File: src/rtl/branch_redirect.sv
// Branch resolution and fetch-redirect unit: resolves CBZ/B in execute and drives a
// registered, single-cycle redirect plus pipeline flushes into fetch/decode.
module branch_redirect #(
    parameter int N  = 64,
    parameter int CW = 32
) (
    input  logic          clk,
    input  logic          reset,
    input  logic          Valid_E,
    input  logic [N-1:0]  PC_E,
    input  logic [N-1:0]  SignImm_E,
    input  logic          Branch_E,
    input  logic          UncondBranch_E,
    input  logic          Zero_E,
    output logic          PCSrc_F,
    output logic [N-1:0]  PCBranch_F,
    output logic          Flush_D,
    output logic          Flush_E,
    output logic [CW-1:0] TakenCount,
    output logic [CW-1:0] SquashCount
);

    typedef enum logic {IDLE, REDIRECT} state_t;

    localparam logic [CW-1:0] CNT_ONE = {{(CW-1){1'b0}}, 1'b1};
    localparam logic [CW-1:0] CNT_MAX = {CW{1'b1}};

    state_t        state;
    state_t        state_next;
    logic          squash;
    logic          take_e;
    logic          squash_event;
    logic [N-1:0]  target_e;
    logic [N-1:0]  target_m;
    logic [CW-1:0] taken_cnt;
    logic [CW-1:0] squash_cnt;

    assign target_e = PC_E + (SignImm_E << 2);

    // The E-stage instruction during a redirect cycle is wrong-path, so it can never be taken.
    always_comb begin
        squash       = (state == REDIRECT);
        take_e       = ~reset & Valid_E & ~squash & (UncondBranch_E | (Branch_E & Zero_E));
        squash_event = squash & Valid_E & (UncondBranch_E | Branch_E);
    end

    always_comb begin
        state_next = IDLE;
        case (state)
            IDLE:     if (take_e) state_next = REDIRECT;
            REDIRECT: if (take_e) state_next = REDIRECT;
            default:  state_next = IDLE;
        endcase
    end

    always_comb begin
        PCSrc_F     = 1'b0;
        Flush_D     = 1'b0;
        Flush_E     = 1'b0;
        PCBranch_F  = target_m;
        TakenCount  = taken_cnt;
        SquashCount = squash_cnt;
        if (state == REDIRECT) begin
            PCSrc_F = 1'b1;
            Flush_D = 1'b1;
            Flush_E = 1'b1;
        end
    end

    // Counters saturate at all-ones rather than wrapping.
    always_ff @(posedge clk) begin
        if (reset) begin
            state      <= IDLE;
            target_m   <= '0;
            taken_cnt  <= '0;
            squash_cnt <= '0;
        end else begin
            state <= state_next;
            if (take_e) begin
                target_m <= target_e;
            end
            if (take_e && (taken_cnt != CNT_MAX)) begin
                taken_cnt <= taken_cnt + CNT_ONE;
            end
            if (squash_event && (squash_cnt != CNT_MAX)) begin
                squash_cnt <= squash_cnt + CNT_ONE;
            end
        end
    end

endmodule
File: config.mk
export PLATFORM = sky130hd
export DESIGN_NAME = branch_redirect
export DESIGN_NICKNAME = d
export VERILOG_FILES = /design/src/rtl/branch_redirect.sv
export SDC_FILE = /design/constraint.sdc
export NUM_CORES = 1
export LEC_CHECK = 0
export BUFFER_PORTS_ARGS = -buffer_cell sky130_fd_sc_hd__buf_2
export CELL_PAD_IN_SITES_DETAIL_PLACEMENT = 1
export CELL_PAD_IN_SITES_GLOBAL_PLACEMENT = 1
export CORE_MARGIN = 4
export CORE_UTILIZATION = 34
export CTS_CLUSTER_DIAMETER = 200
export DETAILED_ROUTE_END_ITERATION = 10
export PLACE_DENSITY_LB_ADDON = 0.08
export SLEW_MARGIN = 25
export SYNTH_ARGS = -nofsm -noshare
export SYNTH_HDL_FRONTEND = slang
export SYNTH_SLANG_ARGS = --single-unit
File: constraint.sdc
create_clock -name clk -period 2.95 [get_ports clk]
set_input_delay 0.295 -clock clk [delete_from_list [all_inputs] [get_ports clk]]
set_output_delay 0.295 -clock clk [all_outputs]
set_load 0.01 [all_outputs]
## Yosys cells after proc, flatten, opt, wreduce, memory -nomap -nowiden

Index checks and enable logic that the tools add are counted.

- Memories kept: 0
- Flip-flop bits (word level): 129
- Latch bits: 0
- Logic and storage cells: 23
- Bits in writable memories: 0
- Output and inout port bits: 131
- Memory bits (read-only): 0

- Muxes and demuxes: 2
- Reductions and logical operators: 2
- Equality and inequality tests: 2
- Multiply operators: 0
- Shift operators: 0
- Divide/modulo/power cells: 0
- Order comparisons: 0
- Bitwise operators: 10
- Add/sub/neg operators: 3

Operators by type and width:

| operator | count |
|---|---|
| $add 32x1->32 const B | 2 |
| $add 64x64->64 | 1 |
| $ne 32x32->1 const B | 2 |
| $and 1x1->1 | 6 |
| $logic_and 1x1->1 | 2 |
| $mux 1 | 2 |
| $not 1->1 | 2 |
| $or 1x1->1 | 2 |

## Longest topological paths before layout

Gate-level depths: netlist (run 1).

- Depth after elaboration: 5
- Depth in mapped cells: 13

## Worst setup path before layout (run 1)

Ideal clock, no wire load.

- Path kind: in2reg
- From: input PC_E[2]
- To: register target_m[62] (netlist: PCBranch_F[62])
- Cell stages on the path: 13
- Data required time: 2.819 ns
- Arrival: 2.668 ns
- Slack: 0.151 ns
- Path buffers: 0
- Setup time: 0.131 ns
- Cells stage by stage: ha_1 inv_1 fa_1 nor2b_1 o31a_1 o41ai_4 o31a_1 a2111o_1 nand2_1 o21ai_1 o21ai_0 mux2i_1 o211ai_1

- Cells in the longest elaborated chain, start to end: 1

Ends and longest elaborated chain:

| element | RTL line | RTL |
|---|---|---|
| start: declaration | 10 | `input logic [N-1:0] PC_E,` |
| $add 64x64->64 | 38 | `assign target_e = PC_E + (SignImm_E << 2);` |
| end signal: assignment | 80 | `target_m <= target_e;` |
| end: declaration | 34 | `logic [N-1:0] target_m;` |

Every way passes these cells.
A chain may end at the register's enable or synchronous reset.

## Worst setup path after layout (run 1)

- From: input PC_E[2]
- To: register target_m[56] (netlist: PCBranch_F[56])

Same word-level chain as after synthesis.

==> results of run 1 <==
[layer usage]
layer,GRT usage,part of all wire,vias to the layer above
met3,0.0263,0.045,35
met1,0.276,0.45,4362
li1,-,-,4621
met5,0,0,-
met2,0.364,0.48,218
met4,0.0655,0.021,0
[where the power goes]
part           internal, uW  switching (uW)  leakage (uW)
sequential             1810            39.5       0.00105
combinational           618             797       0.00394
clock                  1430             906      0.000295
total                  3850            1740       0.00528
[Yosys cell counts, drive strengths merged (21+ instances only)]
cell type,number
a21o,40
a21oi,113
buf,25
clkbuf,37
dfxtp,129
ha,63
inv,21
nand2,162
nand3,42
nand4,38
nor2,114
o21ai,63
xnor2,43
xor2,70
[final cells by class]
class / instances / area (um2) / area share
Clock buffer: 17 / 425 / 0.0369
Clock inverter: 14 / 205 / 0.0178
Tap cell: 330 / 413 / 0.0358
Sequential cell: 129 / 2580 / 0.224
Multi-Input combinational cell: 929 / 5920 / 0.513
Inverter: 21 / 78.8 / 0.00684
Timing Repair Buffer: 340 / 1900 / 0.165
Antenna cell: 1 / 2.50 / 0.000217
[worst max-delay path: stages]
cell,delay (ns)
buf_2,0.10
ha_1,0.21
inv_1,0.08
fa_1,0.27
nor2b_1,0.08
o31a_1,0.29
o41ai_4,0.31
a21oi_2,0.15
a211oi_2,0.32
o211ai_1,0.23
a31o_2,0.31
a21oi_1,0.18
xor2_1,0.16
o21ai_1,0.06
[logic make-up after synthesis]
| family | synth area share |
|---|---|
| AND/OR/NAND/NOR | 0.251 |
| AO/OA/AOI/OAI | 0.210 |
| flip-flops | 0.293 |
| XOR/XNOR | 0.112 |
| buffers and inverters | 0.0387 |
| adder cells (fa/ha/maj) | 0.0916 |
| multiplexers | 0.00454 |
[worst min path at each step]
stage / start / endpoint / depth (start not counted)
floorplan: PC_E[0] / PCBranch_F[0]$_SDFFE_PP0P_ / 2
global placement: PCBranch_F[53]$_SDFFE_PP0P_ / PCBranch_F[53]$_SDFFE_PP0P_ / 2
detailed placement: PCBranch_F[56]$_SDFFE_PP0P_ / PCBranch_F[56]$_SDFFE_PP0P_ / 2
CTS: PC_E[1] / PCBranch_F[1]$_SDFFE_PP0P_ / 3
global route: PC_E[1] / PCBranch_F[1]$_SDFFE_PP0P_ / 3
finish: PC_E[1] / PCBranch_F[1]$_SDFFE_PP0P_ / 3
[placed cells by master (no fill, tap or decap), types with 6 or more instances in the layout]
master,Yosys,final
a211oi_1,10,10
a21o_1,40,40
a21oi_1,111,110
a31oi_1,8,8
and2_1,8,8
and3_1,12,12
and4_1,7,7
buf_2,18,261
buf_4,2,79
clkbuf_16,0,17
dfxtp_1,129,129
ha_1,63,63
inv_1,21,20
nand2_1,162,162
nand3_1,42,42
nand3b_1,11,11
nand4_1,37,37
nor2_1,112,111
nor2b_1,6,6
nor3_1,14,14
o21a_1,6,6
o21ai_0,55,54
o21ai_1,7,8
o21bai_1,13,13
or2_2,6,6
or3_1,8,8
xnor2_1,43,43
xor2_1,70,70
[timing repair]
item,CTS,global route
setup endpoints to repair,0,10
gates resized for setup,0,3
hold buffers,0,0
[sequential cells by signal, summed over array words and instances (netlist names)]
signal and flops:
PCBranch_F 64, squash 1, SquashCount 32, TakenCount 32
[metrics by stage]
stage           util  hold WS, ns
4_1_cts        0.453       0.0985
6_report       0.454        0.111
3_3_place_gp   0.428        0.435
2_1_floorplan      -        0.431
5_1_grt        0.454        0.102
3_5_place_dp   0.428        0.439
==> impl_results.md, run 1 <==
* Total global routing overflow at 0
* Synth warnings at 0
* Crit path kind: in2reg
* First-pass GRT wire length at 49400 um
* FF+latch count, synth at 129
* EDFF count, synth at 0
* Commonest register cell after synthesis: dfxtp_1
* Syn Nets at 1339
* Largest net degree at the start of global routing at 72
* Critical Path Sink: PCBranch_F[56]$_SDFFE_PP0P_
* Worst IR Drop VDD at 0.336 mV
* Via Count at 9236
* Period utilization at 0.939
* Routed wire per std cell at 17.5 um
* CP Data Required Time at 3.23 ns
* Mapped Cells at 1141
* Setup-failing EPs final at 0
* Die height at 169 um
* Clk sinks at 129
* Initial antenna violation count at 1
* H-tree depth at 4
* Cell count after placement at 1749
* Starting Density at 0.348
* Clock-pin slew on the worst setup and hold paths at 0.06 ns
* Ports at 265
* RePlAce Congestion at 0.894
* Post-layout minimum cycle time at 2.77 ns
* Vias per cell at 5.19
* Max Freq at 361 MHz
* Drt pass-1 iters at 5
* Hpwl dp at 24600 um
* Die W at 169 um
* Clk_skew at 0.0152 ns
* Cells on worst reg2reg path at 10
* Status: complete, no violations
* Setup ws final at 0.180 ns
* Critical Path Start: PC_E[2]
* Finished layout cell area at 0.0115 mm2
* Cell Pwr Density at 486 mW/mm2
* DR iter-0 viols at 379
* Final Hold Viols at 0
* Layout cells sized above 1 at 0.281
* Core Rows at 58
* Worst-Skew Late Latency at 0.43 ns
* Routed WL at 31200 um
* Cell leakage power at 0.00528 uW
* TritonCTS Buffers at 17
* Max-Cap Viols at 0
* Unrepaired setup endpoints after global routing: no
* CTS tree: built
* Synthesized area per cell at 7.74 um2
* Crit start category: input pin
* Register area share after synthesis at 0.293
* Port buffer count at 262
* Yosys top cell area share at 0.293
* Final Power at 5600 uW
* CORE AREA at 0.0254 mm2
* CP Max Fanout at 3
* Post-route ant nets at 0
* Fillers at 3257
* Slew HR at 0.449
* Root Driver: clkbuf_16
* Crit Reg-Reg Startpoint: TakenCount[4]$_SDFFE_PP0P_
* Die Area at 0.0286 mm2
* Netlist cell types at 79
* DR DRC count at 0
* Worst slew pin tran at 0.819 ns
* Net count, final at 1636
* Fin. max-slew vios at 0
* Post-CTS Repair Setup Buffers at 0
* Clock Path Buffers at 2
* Reg2reg end: TakenCount[5]$_SDFFE_PP0P_
* HP Class: in2reg
* Final Instance Count excl. Fillers at 1781
* Synth area leader: dfxtp_1
* CP endpoint kind: flip-flop
* Synth Cell Area at 0.00883 mm2
* WP data arrival at 3.05 ns
* Top area cells in the synthesized netlist: dfxtp_1, ha_1, xor2_1, nand2_1, a21oi_1
* Setup_tns at 0 ns
* Post-placement setup slack at -0.280 ns
* FF-to-FF setup slack at 0.28 ns
* Post-synthesis async set-or-reset flop share at 0
* Area after DPL at 0.0109 mm2
* Tot GR Track Use at 0.211
* Syn-to-layout area delta at 30.5%
* Number of global-route vias before repair at 9377
(Power assumes the default switching activity.)
==> run 2, diff against run 1 <==
--- a/config.mk
+++ b/config.mk
@@ -5,7 +5,7 @@
 export SDC_FILE = /design/constraint.sdc
 export NUM_CORES = 1
 export LEC_CHECK = 0
-export BUFFER_PORTS_ARGS = -buffer_cell sky130_fd_sc_hd__buf_2
+export BUFFER_PORTS_ARGS = -buffer_cell sky130_fd_sc_hd__clkbuf_2
 export CELL_PAD_IN_SITES_DETAIL_PLACEMENT = 1
 export CELL_PAD_IN_SITES_GLOBAL_PLACEMENT = 1
 export CORE_MARGIN = 4
@@ -13,7 +13,6 @@
 export CTS_CLUSTER_DIAMETER = 200
 export DETAILED_ROUTE_END_ITERATION = 10
 export PLACE_DENSITY_LB_ADDON = 0.08
-export SLEW_MARGIN = 25
 export SYNTH_ARGS = -nofsm -noshare
 export SYNTH_HDL_FRONTEND = slang
 export SYNTH_SLANG_ARGS = --single-unit
==> impl_results.md, run 2 (same netlist as run 1, synthesis figures left out) <==
* Setup ws final at 0.238 ns
* Die W at 169 um
* Tot GR Track Use at 0.212
* Layout cells sized above 1 at 0.279
* Initial antenna violation count at 0
* Clock-pin slew on the worst setup and hold paths at 0.06 ns
* Most frequent cells in the layout: clkbuf_2, nand2_1, dfxtp_1
* Multi-input gate area at 0.00592 mm2
* Net count, final at 1635
* Cell leakage power at 0.00519 uW
* Clk_skew at 0.0151 ns
* Die Area at 0.0286 mm2
* Vias per cell at 5.16
* Setup-failing EPs final at 0
* HP Class: in2reg
* Period utilization at 0.919
* Max-Cap Viols at 0
* Port buffer count at 262
* Final Instance Count excl. Fillers at 1780
* WP buf/inv at 2
* Post-layout minimum cycle time at 2.71 ns
* Hpwl dp at 24600 um
* Final Hold Viols at 0
* Worst slew pin tran at 0.818 ns
* Max Freq at 369 MHz
* First-pass GRT wire length at 49800 um
* Crit path kind: in2reg
* TritonCTS Buffers at 17
* Most common cell after layout, fill and taps aside: clkbuf_2
* Unrepaired setup endpoints after global routing: no
* Routed WL at 31000 um
* Worst IR Drop VDD at 0.326 mV
* RePlAce Congestion at 0.882
* Crit path top cell by count: o31a_1
* CP Data Required Time at 3.22 ns
* CORE AREA at 0.0254 mm2
* Cell Pwr Density at 471 mW/mm2
* Post-placement setup slack at -0.214 ns
* WP data arrival at 2.98 ns
* Crit start category: input pin
* Syn-to-layout area delta at 29.8%
* Core Rows at 58
* Via Count at 9184
* Status: complete, no violations
* CP endpoint kind: flip-flop
* Final Power at 5390 uW
* Clock Path Buffers at 2
* Post-CTS Repair Setup Buffers at 0
* Diodes inserted at 0
* CP peak stage delay at 0.44 ns
* Routed wire per std cell at 17.4 um
* Post-route ant nets at 0
* Starting Density at 0.348
* Fin. max-slew vios at 0
* Root Driver: clkbuf_16
* Slew HR at 0.454
* Slowest-stage cell, CP: fa_1
* Delay-heaviest family, CP: compound AO/OA/AOI/OAI gates
* Max reg flops at 64
* H-tree depth at 4
* Crit-path cells: clkbuf_2 -> ha_1 -> inv_1 -> fa_1 -> nor2b_1 -> o31a_1 -> o41ai_4 -> o31a_1 -> a2111o_1 -> nand2_1 -> o21ai_1 -> o21ai_0 -> mux2i_1 -> o211ai_1
* Drt pass-1 iters at 5
* DR iter-0 viols at 368
* Total global routing overflow at 0
* Reg area at 0.00258 mm2
* Largest net degree at the start of global routing at 72
* Fillers at 3209
* Cell count after placement at 1748
* Clk sinks at 129
* Number of global-route vias before repair at 9518
* DR DRC count at 0
* CTS tree: built
* Die height at 169 um
* CP Max Fanout at 3
* Worst-Skew Late Latency at 0.43 ns
* Ports at 265
## run 2: cell count changes in the layout (fill, tap and decap cells not counted), sizes merged
cell / before / now
buf: 340 / 78
inv: 25 / 29
bufinv: 4 / 1
diode: 1 / 0
clkinv: 2 / 1
clkbuf: 17 / 279
## run 2: path summary, 6_finish.rpt
check,slack (ns),from,to,depth (start not counted)
max reg2reg,0.29,TakenCount[4]$_SDFFE_PP0P_,TakenCount[5]$_SDFFE_PP0P_,10
min,0.10,PC_E[0],PCBranch_F[0]$_SDFFE_PP0P_,3
min reg2reg,0.45,PCBranch_F[13]$_SDFFE_PP0P_,PCBranch_F[13]$_SDFFE_PP0P_,2
max,0.24,PC_E[2],PCBranch_F[62]$_SDFFE_PP0P_,14
## run 2: layout make-up
cell class              count  area share
clock buffers              18      0.0374
well taps                 330      0.0360
multi-input cells         929       0.516
flip-flops and latches    129       0.225
inverters                  21     0.00688
repair buffers            339       0.165
clock inverters            14      0.0128
## run 2: tightest hold or removal path, stage by stage
cell and delay (ns):
clkbuf_2 0.08, nand2_1 0.05, a21oi_1 0.05
## run 2: power by group
group          internal [uW]  switching (uW)  leakage (uW)  total (uW)
clock network           1190             948      0.000270        2140
logic                    611             791       0.00387        1400
registers               1810            42.4       0.00105        1850
total                   3610            1780       0.00519        5390
## run 2: layer usage
layer	wire length (um)	vias to the layer above	global-route usage
met1	14400	4344	0.280
met4	478	0	0.0546
met5	0	-	0
met2	14900	198	0.367
li1	-	4615	-
met3	1190	27	0.0273
## run 2: metrics by stage
step           utilization  area (um2)  hold slack (ns)  setup TNS [ns]
2_1_floorplan            -        8830            0.431               0
3_3_place_gp         0.428       10900            0.439          -0.634
3_5_place_dp         0.428       10900            0.446           -1.15
4_1_cts              0.451       11400           0.0801               0
5_1_grt              0.451       11500           0.0995               0
6_report             0.451       11500            0.103               0
## run 2: what timing repair did
item                                    in CTS  in global routing
endpoints found under the setup margin       0                 21
resized for setup                            0                  2
hold buffers                                 0                  0
